<file path="config.mk">
export PLATFORM = sky130hd
export DESIGN_NAME = hdmi_video_timing_ctrl
export DESIGN_NICKNAME = d
export VERILOG_FILES = /design/src/rtl/hdmi_video_timing_ctrl.sv
export SDC_FILE = /design/constraint.sdc
export NUM_CORES = 1
export LEC_CHECK = 0
export CORE_ASPECT_RATIO = 0.75
export CORE_MARGIN = 3
export CORE_UTILIZATION = 50
export CTS_BUF_LIST = sky130_fd_sc_hd__clkbuf_4 sky130_fd_sc_hd__clkbuf_8 sky130_fd_sc_hd__clkbuf_16
export CTS_CLUSTER_SIZE = 40
export DETAILED_ROUTE_END_ITERATION = 8
export HOLD_SLACK_MARGIN = 0.05
export PLACE_DENSITY = 0.85
export SLEW_MARGIN = 20
export SYNTH_ARGS = -nofsm -noshare
export SYNTH_HDL_FRONTEND = slang
export SYNTH_SLANG_ARGS = --single-unit
</file>
<file path="constraint.sdc">
create_clock -name i_pixclk -period 4.2 [get_ports i_pixclk]
set_input_delay 0.84 -clock i_pixclk [delete_from_list [all_inputs] [get_ports i_pixclk]]
set_output_delay 0.84 -clock i_pixclk [all_outputs]
set_load 0.005 [all_outputs]
</file>
<file path="src/rtl/hdmi_video_timing_ctrl.sv">
// hdmi_video_timing_ctrl
//   Video timing generator for a TMDS encoder. Walks a raster of
//   H_TOTAL x V_TOTAL pixel clocks, pulls pixels from a valid-qualified
//   source during the active region, and emits registered sync/DE/RGB with
//   a single cycle of latency. Starved pixels are replaced by black and
//   counted; the raster itself never stalls.
// Ports
//   i_pixclk, i_reset        : pixel clock, synchronous active-high reset
//   i_enable                 : run request; a stop completes the current frame
//   i_pix_data/i_pix_valid   : pixel source {B,G,R}
//   o_pix_ready              : pixel consumed this cycle (active region)
//   o_rgb_data               : registered pixel, black in blanking/underflow
//   o_hsync/o_vsync/o_de     : registered timing
//   o_x/o_y                  : active coordinate of o_rgb_data (0 in blanking)
//   o_frame_start/o_line_start : first DE of frame / line
//   o_underflow/o_underflow_cnt : starvation pulse and saturating count
module hdmi_video_timing_ctrl #(
  parameter int H_ACTIVE = 640,
  parameter int H_FP     = 16,
  parameter int H_SYNC   = 96,
  parameter int H_BP     = 48,
  parameter int V_ACTIVE = 480,
  parameter int V_FP     = 10,
  parameter int V_SYNC   = 2,
  parameter int V_BP     = 33,
  parameter bit HS_POL   = 1'b0,
  parameter bit VS_POL   = 1'b0
) (
  input  logic        i_pixclk,
  input  logic        i_reset,
  input  logic        i_enable,
  input  logic [23:0] i_pix_data,
  input  logic        i_pix_valid,
  output logic        o_pix_ready,
  output logic [23:0] o_rgb_data,
  output logic        o_hsync,
  output logic        o_vsync,
  output logic        o_de,
  output logic [11:0] o_x,
  output logic [11:0] o_y,
  output logic        o_frame_start,
  output logic        o_line_start,
  output logic        o_underflow,
  output logic [15:0] o_underflow_cnt
);

  localparam logic [11:0] H_ACT_C  = 12'(H_ACTIVE);
  localparam logic [11:0] H_SS_C   = 12'(H_ACTIVE + H_FP);
  localparam logic [11:0] H_SE_C   = 12'(H_ACTIVE + H_FP + H_SYNC);
  localparam logic [11:0] H_LAST_C = 12'(H_ACTIVE + H_FP + H_SYNC + H_BP - 1);
  localparam logic [11:0] V_ACT_C  = 12'(V_ACTIVE);
  localparam logic [11:0] V_SS_C   = 12'(V_ACTIVE + V_FP);
  localparam logic [11:0] V_SE_C   = 12'(V_ACTIVE + V_FP + V_SYNC);
  localparam logic [11:0] V_LAST_C = 12'(V_ACTIVE + V_FP + V_SYNC + V_BP - 1);

  localparam logic [1:0] S_IDLE = 2'd0;
  localparam logic [1:0] S_RUN  = 2'd1;
  localparam logic [1:0] S_STOP = 2'd2;

  logic [1:0]  state_q, state_d;
  logic [11:0] hc_q, hc_d, vc_q, vc_d;
  logic [23:0] rgb_q, rgb_d;
  logic        hs_q, hs_d, vs_q, vs_d, de_q, de_d;
  logic [11:0] x_q, x_d, y_q, y_d;
  logic        fs_q, fs_d, ls_q, ls_d, uf_q, uf_d;
  logic [15:0] ufc_q, ufc_d;

  logic running, act, h_last, v_last;

  always_comb begin
    running = (state_q != S_IDLE);
    h_last  = (hc_q == H_LAST_C);
    v_last  = (vc_q == V_LAST_C);
    act     = running && (hc_q < H_ACT_C) && (vc_q < V_ACT_C);

    state_d = state_q;
    case (state_q)
      S_IDLE:  if (i_enable) state_d = S_RUN;
      S_RUN:   if (!i_enable) state_d = S_STOP;
      S_STOP: begin
        // A re-enable before the last pixel of the frame cancels the stop.
        if (i_enable)             state_d = S_RUN;
        else if (h_last && v_last) state_d = S_IDLE;
      end
      default: state_d = S_IDLE;
    endcase

    // Counters hold at 0 in IDLE; the frame-end wrap returns them to 0,
    // so entering IDLE needs no separate clear.
    hc_d = hc_q;
    vc_d = vc_q;
    if (running) begin
      if (h_last) begin
        hc_d = 12'd0;
        vc_d = v_last ? 12'd0 : vc_q + 12'd1;
      end else begin
        hc_d = hc_q + 12'd1;
      end
    end

    de_d  = act;
    rgb_d = (act && i_pix_valid) ? i_pix_data : 24'h000000;
    x_d   = act ? hc_q : 12'd0;
    y_d   = act ? vc_q : 12'd0;
    fs_d  = act && (hc_q == 12'd0) && (vc_q == 12'd0);
    ls_d  = act && (hc_q == 12'd0);
    uf_d  = act && !i_pix_valid;
    hs_d  = (running && hc_q >= H_SS_C && hc_q < H_SE_C) ? HS_POL : ~HS_POL;
    vs_d  = (running && vc_q >= V_SS_C && vc_q < V_SE_C) ? VS_POL : ~VS_POL;

    ufc_d = ufc_q;
    if (uf_d && ufc_q != 16'hFFFF) ufc_d = ufc_q + 16'd1;
  end

  always_ff @(posedge i_pixclk) begin
    if (i_reset) begin
      state_q <= S_IDLE;
      hc_q    <= 12'd0;
      vc_q    <= 12'd0;
      rgb_q   <= 24'h000000;
      hs_q    <= ~HS_POL;
      vs_q    <= ~VS_POL;
      de_q    <= 1'b0;
      x_q     <= 12'd0;
      y_q     <= 12'd0;
      fs_q    <= 1'b0;
      ls_q    <= 1'b0;
      uf_q    <= 1'b0;
      ufc_q   <= 16'd0;
    end else begin
      state_q <= state_d;
      hc_q    <= hc_d;
      vc_q    <= vc_d;
      rgb_q   <= rgb_d;
      hs_q    <= hs_d;
      vs_q    <= vs_d;
      de_q    <= de_d;
      x_q     <= x_d;
      y_q     <= y_d;
      fs_q    <= fs_d;
      ls_q    <= ls_d;
      uf_q    <= uf_d;
      ufc_q   <= ufc_d;
    end
  end

  assign o_pix_ready     = act;
  assign o_rgb_data      = rgb_q;
  assign o_hsync         = hs_q;
  assign o_vsync         = vs_q;
  assign o_de            = de_q;
  assign o_x             = x_q;
  assign o_y             = y_q;
  assign o_frame_start   = fs_q;
  assign o_line_start    = ls_q;
  assign o_underflow     = uf_q;
  assign o_underflow_cnt = ufc_q;

endmodule

</file>
# Yosys cells after proc, flatten, opt, wreduce, memory -nomap -nowiden
# Cells that the tools add are included.
totals:
  register_bits: 96
  input_bits: 28
  out_inout_bits: 71
op_classes:
  n_eq_ne: 8
  magnitude_cmp: 6
  add_sub_neg: 3
  mux: 9
  n_bitwise: 2
  reduce_logical: 21
ops:
  columns: ["operator", "count"]
  rows:
  - ["adder 12 x 1 -> 12 bit, second input constant", 2]
  - ["== test 12 x 10 -> 1 bit, second input constant", 2]
  - ["zero test 12 bit", 2]
  - ["less-than comparator 12 x 10 -> 1 bit, second input constant", 2]
  - ["less-than comparator 12 x 9 -> 1 bit, second input constant", 2]
  - ["2-to-1 mux 12 bit", 2]
  - ["adder 16 x 1 -> 16 bit, second input constant", 1]
  - ["!= test 16 bit, second input constant", 1]
  - [">= comparator 12 x 10 -> 1 bit, second input constant", 1]
  - [">= comparator 12 x 9 -> 1 bit, second input constant", 1]
  - ["logical AND 1 bit", 12]
  - ["2-to-1 mux 2 bit", 4]
  - ["one-hot mux 2 bit (3 select lines)", 1]
  - ["!= test 2 bit, second input constant", 2]
  - ["OR reduction 2 bit", 2]
  - ["!= test 3 bit, second input constant", 1]
  - ["AND reduction 3 bit", 1]
  - ["== test 2 x 1 -> 1 bit, second input constant", 1]
  - ["== test 2 bit, second input constant", 1]
  - ["zero test 2 bit", 1]
  - ["2-to-1 mux 1 bit", 2]
  - ["NOT 1 bit", 2]
  - ["AND reduction 2 bit", 1]
  - ["nonzero test 2 bit", 1]
  - ["zero test 1 bit", 1]

# Depth between registers and ports, before layout
logic_depth:
  ltp_word: 6
  depth_mapped: 9
  depth_no_buf: 7

# Worst setup path before layout
# Ideal clock, no wire load.
synth_timing:
  path_type: "register to register"
  from: "register state_q[1]"
  to: "register ufc_q[5] (netlist: o_underflow_cnt[5])"
  setup_ns: 0.121
  synth_period_minus_slack_ns: 2.261
  path_buffers: 2
  t_arrival_ns: 2.141
  t_required_ns: 4.079
  path_stages_with_launch: 8
  setup_slack_ns: 1.939
  cell_sequence: "dfxtp_1 > nor2_1 > or3_1 > or3_1 > buf_2 > buf_2 > nor4_1 > mux2_2"
synth_between:
  elab_chain_len: 5
synth_lines:
  columns: ["item", "line", "rtl"]
  rows:
  - ["start: declaration", "60", "logic [1:0] state_q, state_d;"]
  - ["start signal: assignment", "131", "state_q <= state_d;"]
  - ["nonzero test 2 bit", "71", "running = (state_q != S_IDLE);"]
  - ["logical AND 1 bit (2 in a row)", "74", "act = running && (hc_q < H_ACT_C) && (vc_q < V_ACT_C);"]
  - ["logical AND 1 bit", "107", "uf_d = act && !i_pix_valid;"]
  - ["logical AND 1 bit", "112", "if (uf_d && ufc_q != 16'hFFFF) ufc_d = ufc_q + 16'd1;"]
  - ["end signal: assignment", "143", "ufc_q <= ufc_d;"]
  - ["end: declaration", "66", "logic [15:0] ufc_q, ufc_d;"]
# No other way between the ends.
# A chain may end at the register's enable or synchronous reset.

# Final worst setup path
layout_timing:
  from: "register state_q[1]"
  to: "output o_pix_ready"
layout_between:
  elab_chain_len: 3
layout_lines:
  columns: ["item", "line", "rtl"]
  rows:
  - ["nonzero test 2 bit", "71", null]
  - ["logical AND 1 bit (2 in a row)", "74", null]
  - ["end: declaration", "34", "output logic o_pix_ready,"]
# No other way between the ends.

==> metrics.yaml <==
grt_pass1_wl_um: 13600
nFillCells: 545
peakVddDrop_mv: 0.175
drc: 0
postCtsSetupBuffers: 0
cts.sinks: 96
tns_ns: 0
die_w_um: 104
synth-seq-cells: 96
dp_cells: 558
max-clock-path-buffers: 2
grt.met1_usage: 0.267
io_pins: 99
cts_resized: 0
drive_gt1_frac: 0.0632
slowest_delay_ns: 0.53
ant_nets: 0
max_freq_mhz: 344
period_share: 0.693
grt_max_degree: 32
min_from: "o_underflow_cnt[10]"
start_util: 0.520
min_period_ns: 2.91
area_growth_pct: 35.0
dr.first_iter.drc_count: 155
synth_cell_types: 43
post_dp_cell_area_mm2: 0.00463
max_slew_margin: 0.365
wl_um: 8190
dieArea_mm2: 0.00821
synth_top_area_frac: 0.538
grtUsageTotal: 0.204
insertion_delay_ns: 0.36
htree_levels: 3
post-synth-top-area-cell: "dfxtp_1"
timing.rr.start: "state_q[1]"
cp_data_arrival_time_ns: 2.07
cts_root_buffer: "clkbuf_8"
synthTopCellsByArea: "dfxtp_1 (54%), and3_1 (4.4%), nor2_1 (4.3%)"
dr.pass1.iters: 5
via_count: 3048
viasPerCell: 5.32
crit_chain: "nor2_1, or3_1, nor2_1, clkdlybuf4s50_1"
power_w: 0.00161
cts_buffers: 9
yosys_warnings: 0
rsz0062_at_grt: "false"
critical_path.startpoint_type: "flop"
worst_pin_slew_ns: 0.944
ys_seq_area_frac: 0.538
path_clk_slew_ns: 0.09
path_class: "flop to primary output"
syn-cell-area_mm2: 0.00357
post_drt_wl_per_cell_um: 14.3
core-area_mm2: 0.00686
hp-class: "flop to flop"
cp-end-kind: "primary output"
syn_inst: 376
antenna_found_initial: 0
final_cell_mix: "clkdlybuf4s50_1 (98), dfxtp_1 (96), nor2_1 (41)"
dieHeight_um: 79.2
cp_max_fo: 7
finalMaxSlewViolations: 0
grt_use_met2: 0.331
finalNonFillerCells: 573
setup_viol: 0
leakage_nw: 1.75
clock_skew_ns: 0.00578
avgSynthCellArea_um2: 9.50
power_density_mw_per_mm2: 334
mostFrequentLayoutCell: "clkdlybuf4s50_1"
grt_overflow: 0
grt_pass1_vias: 2745
grt_use_met3: 0.0520
required_ns: 3.36
rows: 26
status: "finished clean"
critical_path_buf_inv_count: 1
cts_tree: "done"
gp_congestion: 0.879
busiest_layer: "met2"
placement.io_buffers: 98
cts_hold_buf: 0
nets: 504
final_area_mm2: 0.00482
crit_top_cell: "nor2_1"
crit_start: "state_q[1]"
critPathTopFamily: "simple AND/OR/NAND/NOR gates"
dp.final_hpwl_um: 5790
finalHoldViolCount: 0
antenna_cells: 0
cap_violations: 0
crit_path_top_delay_cell: "clkdlybuf4s50_1"
[report_power, final]
group          internal [W]  total [W]  leakage, nW  switching (W)
sequential         0.000923   0.000930        0.778     0.00000733
clock              0.000275   0.000589       0.0879       0.000315
combinational     0.0000538  0.0000933        0.884      0.0000395
[worst reg2reg max path, stage by stage, from the launching register on]
cell	delay (ns)
dfxtp_1	0.45
nor2_1	0.18
or3_1	0.42
or3_1	0.71
nor4_1	0.47
mux2_2	0.38
[cell usage after synthesis (all sizes together)]
cell type   n
and3       25
o21ai       7
buf         3
a311oi      1
nor4b       2
nand2      23
nand3      15
nand4       8
o2111ai     1
and2       15
nor2       41
nand4b      1
nor3b       1
or4        11
o21bai      1
xnor2      12
inv         8
or3         5
nor4       13
mux2        5
or4b        1
or3b        1
a21oi      16
and4        3
a211oi      1
conb        1
nor3        9
o211ai      1
xor2        7
dfxtp      96
o31ai       9
nor2b       5
nand2b      1
nor4bb      1
o41ai       1
clkbuf     18
or2b        1
nand3b      1
ha          5
[logic make-up after synthesis]
logic type,after synthesis,share of synthesized area
xor+xnor,19,0.0466
mux,5,0.0158
compound gates,38,0.0659
flops,96,0.538
fa+ha+maj,5,0.0175
other cells,1,0.00105
buf+inv,29,0.0333
simple gates,183,0.282
[stage by stage]
stage	worst slack (ns)	util	hold WS (ns)
6_report	1.29	0.703	0.509
5_1_grt	1.12	0.703	0.542
4_1_cts	1.28	0.703	0.511
3_5_place_dp	1.08	0.674	0.498
3_3_place_gp	1.19	0.674	0.475
2_1_floorplan	1.94	-	0.450
[final cells by class]
cell class | count | area (um2) | share of cell area
Clock buffer | 9 | 124 | 0.0257
Clock inverter | 6 | 70.1 | 0.0145
Inverter | 8 | 30.0 | 0.00623
Multi-Input combinational cell | 255 | 1550 | 0.322
Sequential cell | 96 | 1920 | 0.398
Tap cell | 98 | 123 | 0.0254
Timing Repair Buffer | 101 | 1000 | 0.208
[flip-flops by register name, summed over array words and instances, names as in the netlist]
signal	count
o_line_start	1
o_x	12
o_vsync	1
o_rgb_data	24
o_y	12
o_underflow_cnt	16
o_de	1
state_q	2
vc_q	12
o_frame_start	1
hc_q	12
o_underflow	1
o_hsync	1
[worst paths after layout]
path              slack, ns                  end  cells past startpoint
setup reg to reg       1.50  o_underflow_cnt[15]                      5
setup / recovery       1.29          o_pix_ready                      4
hold reg to reg        0.51  o_underflow_cnt[10]                      2
hold / removal         0.51  o_underflow_cnt[10]                      2
[metal layers]
layer,vias up,part of all wire
li1,1498,-
met2,103,0.48
met3,9,0.055
met1,1438,0.45
met5,-,0
met4,0,0.013
No activity file was read; power rests on OpenSTA's default activity.
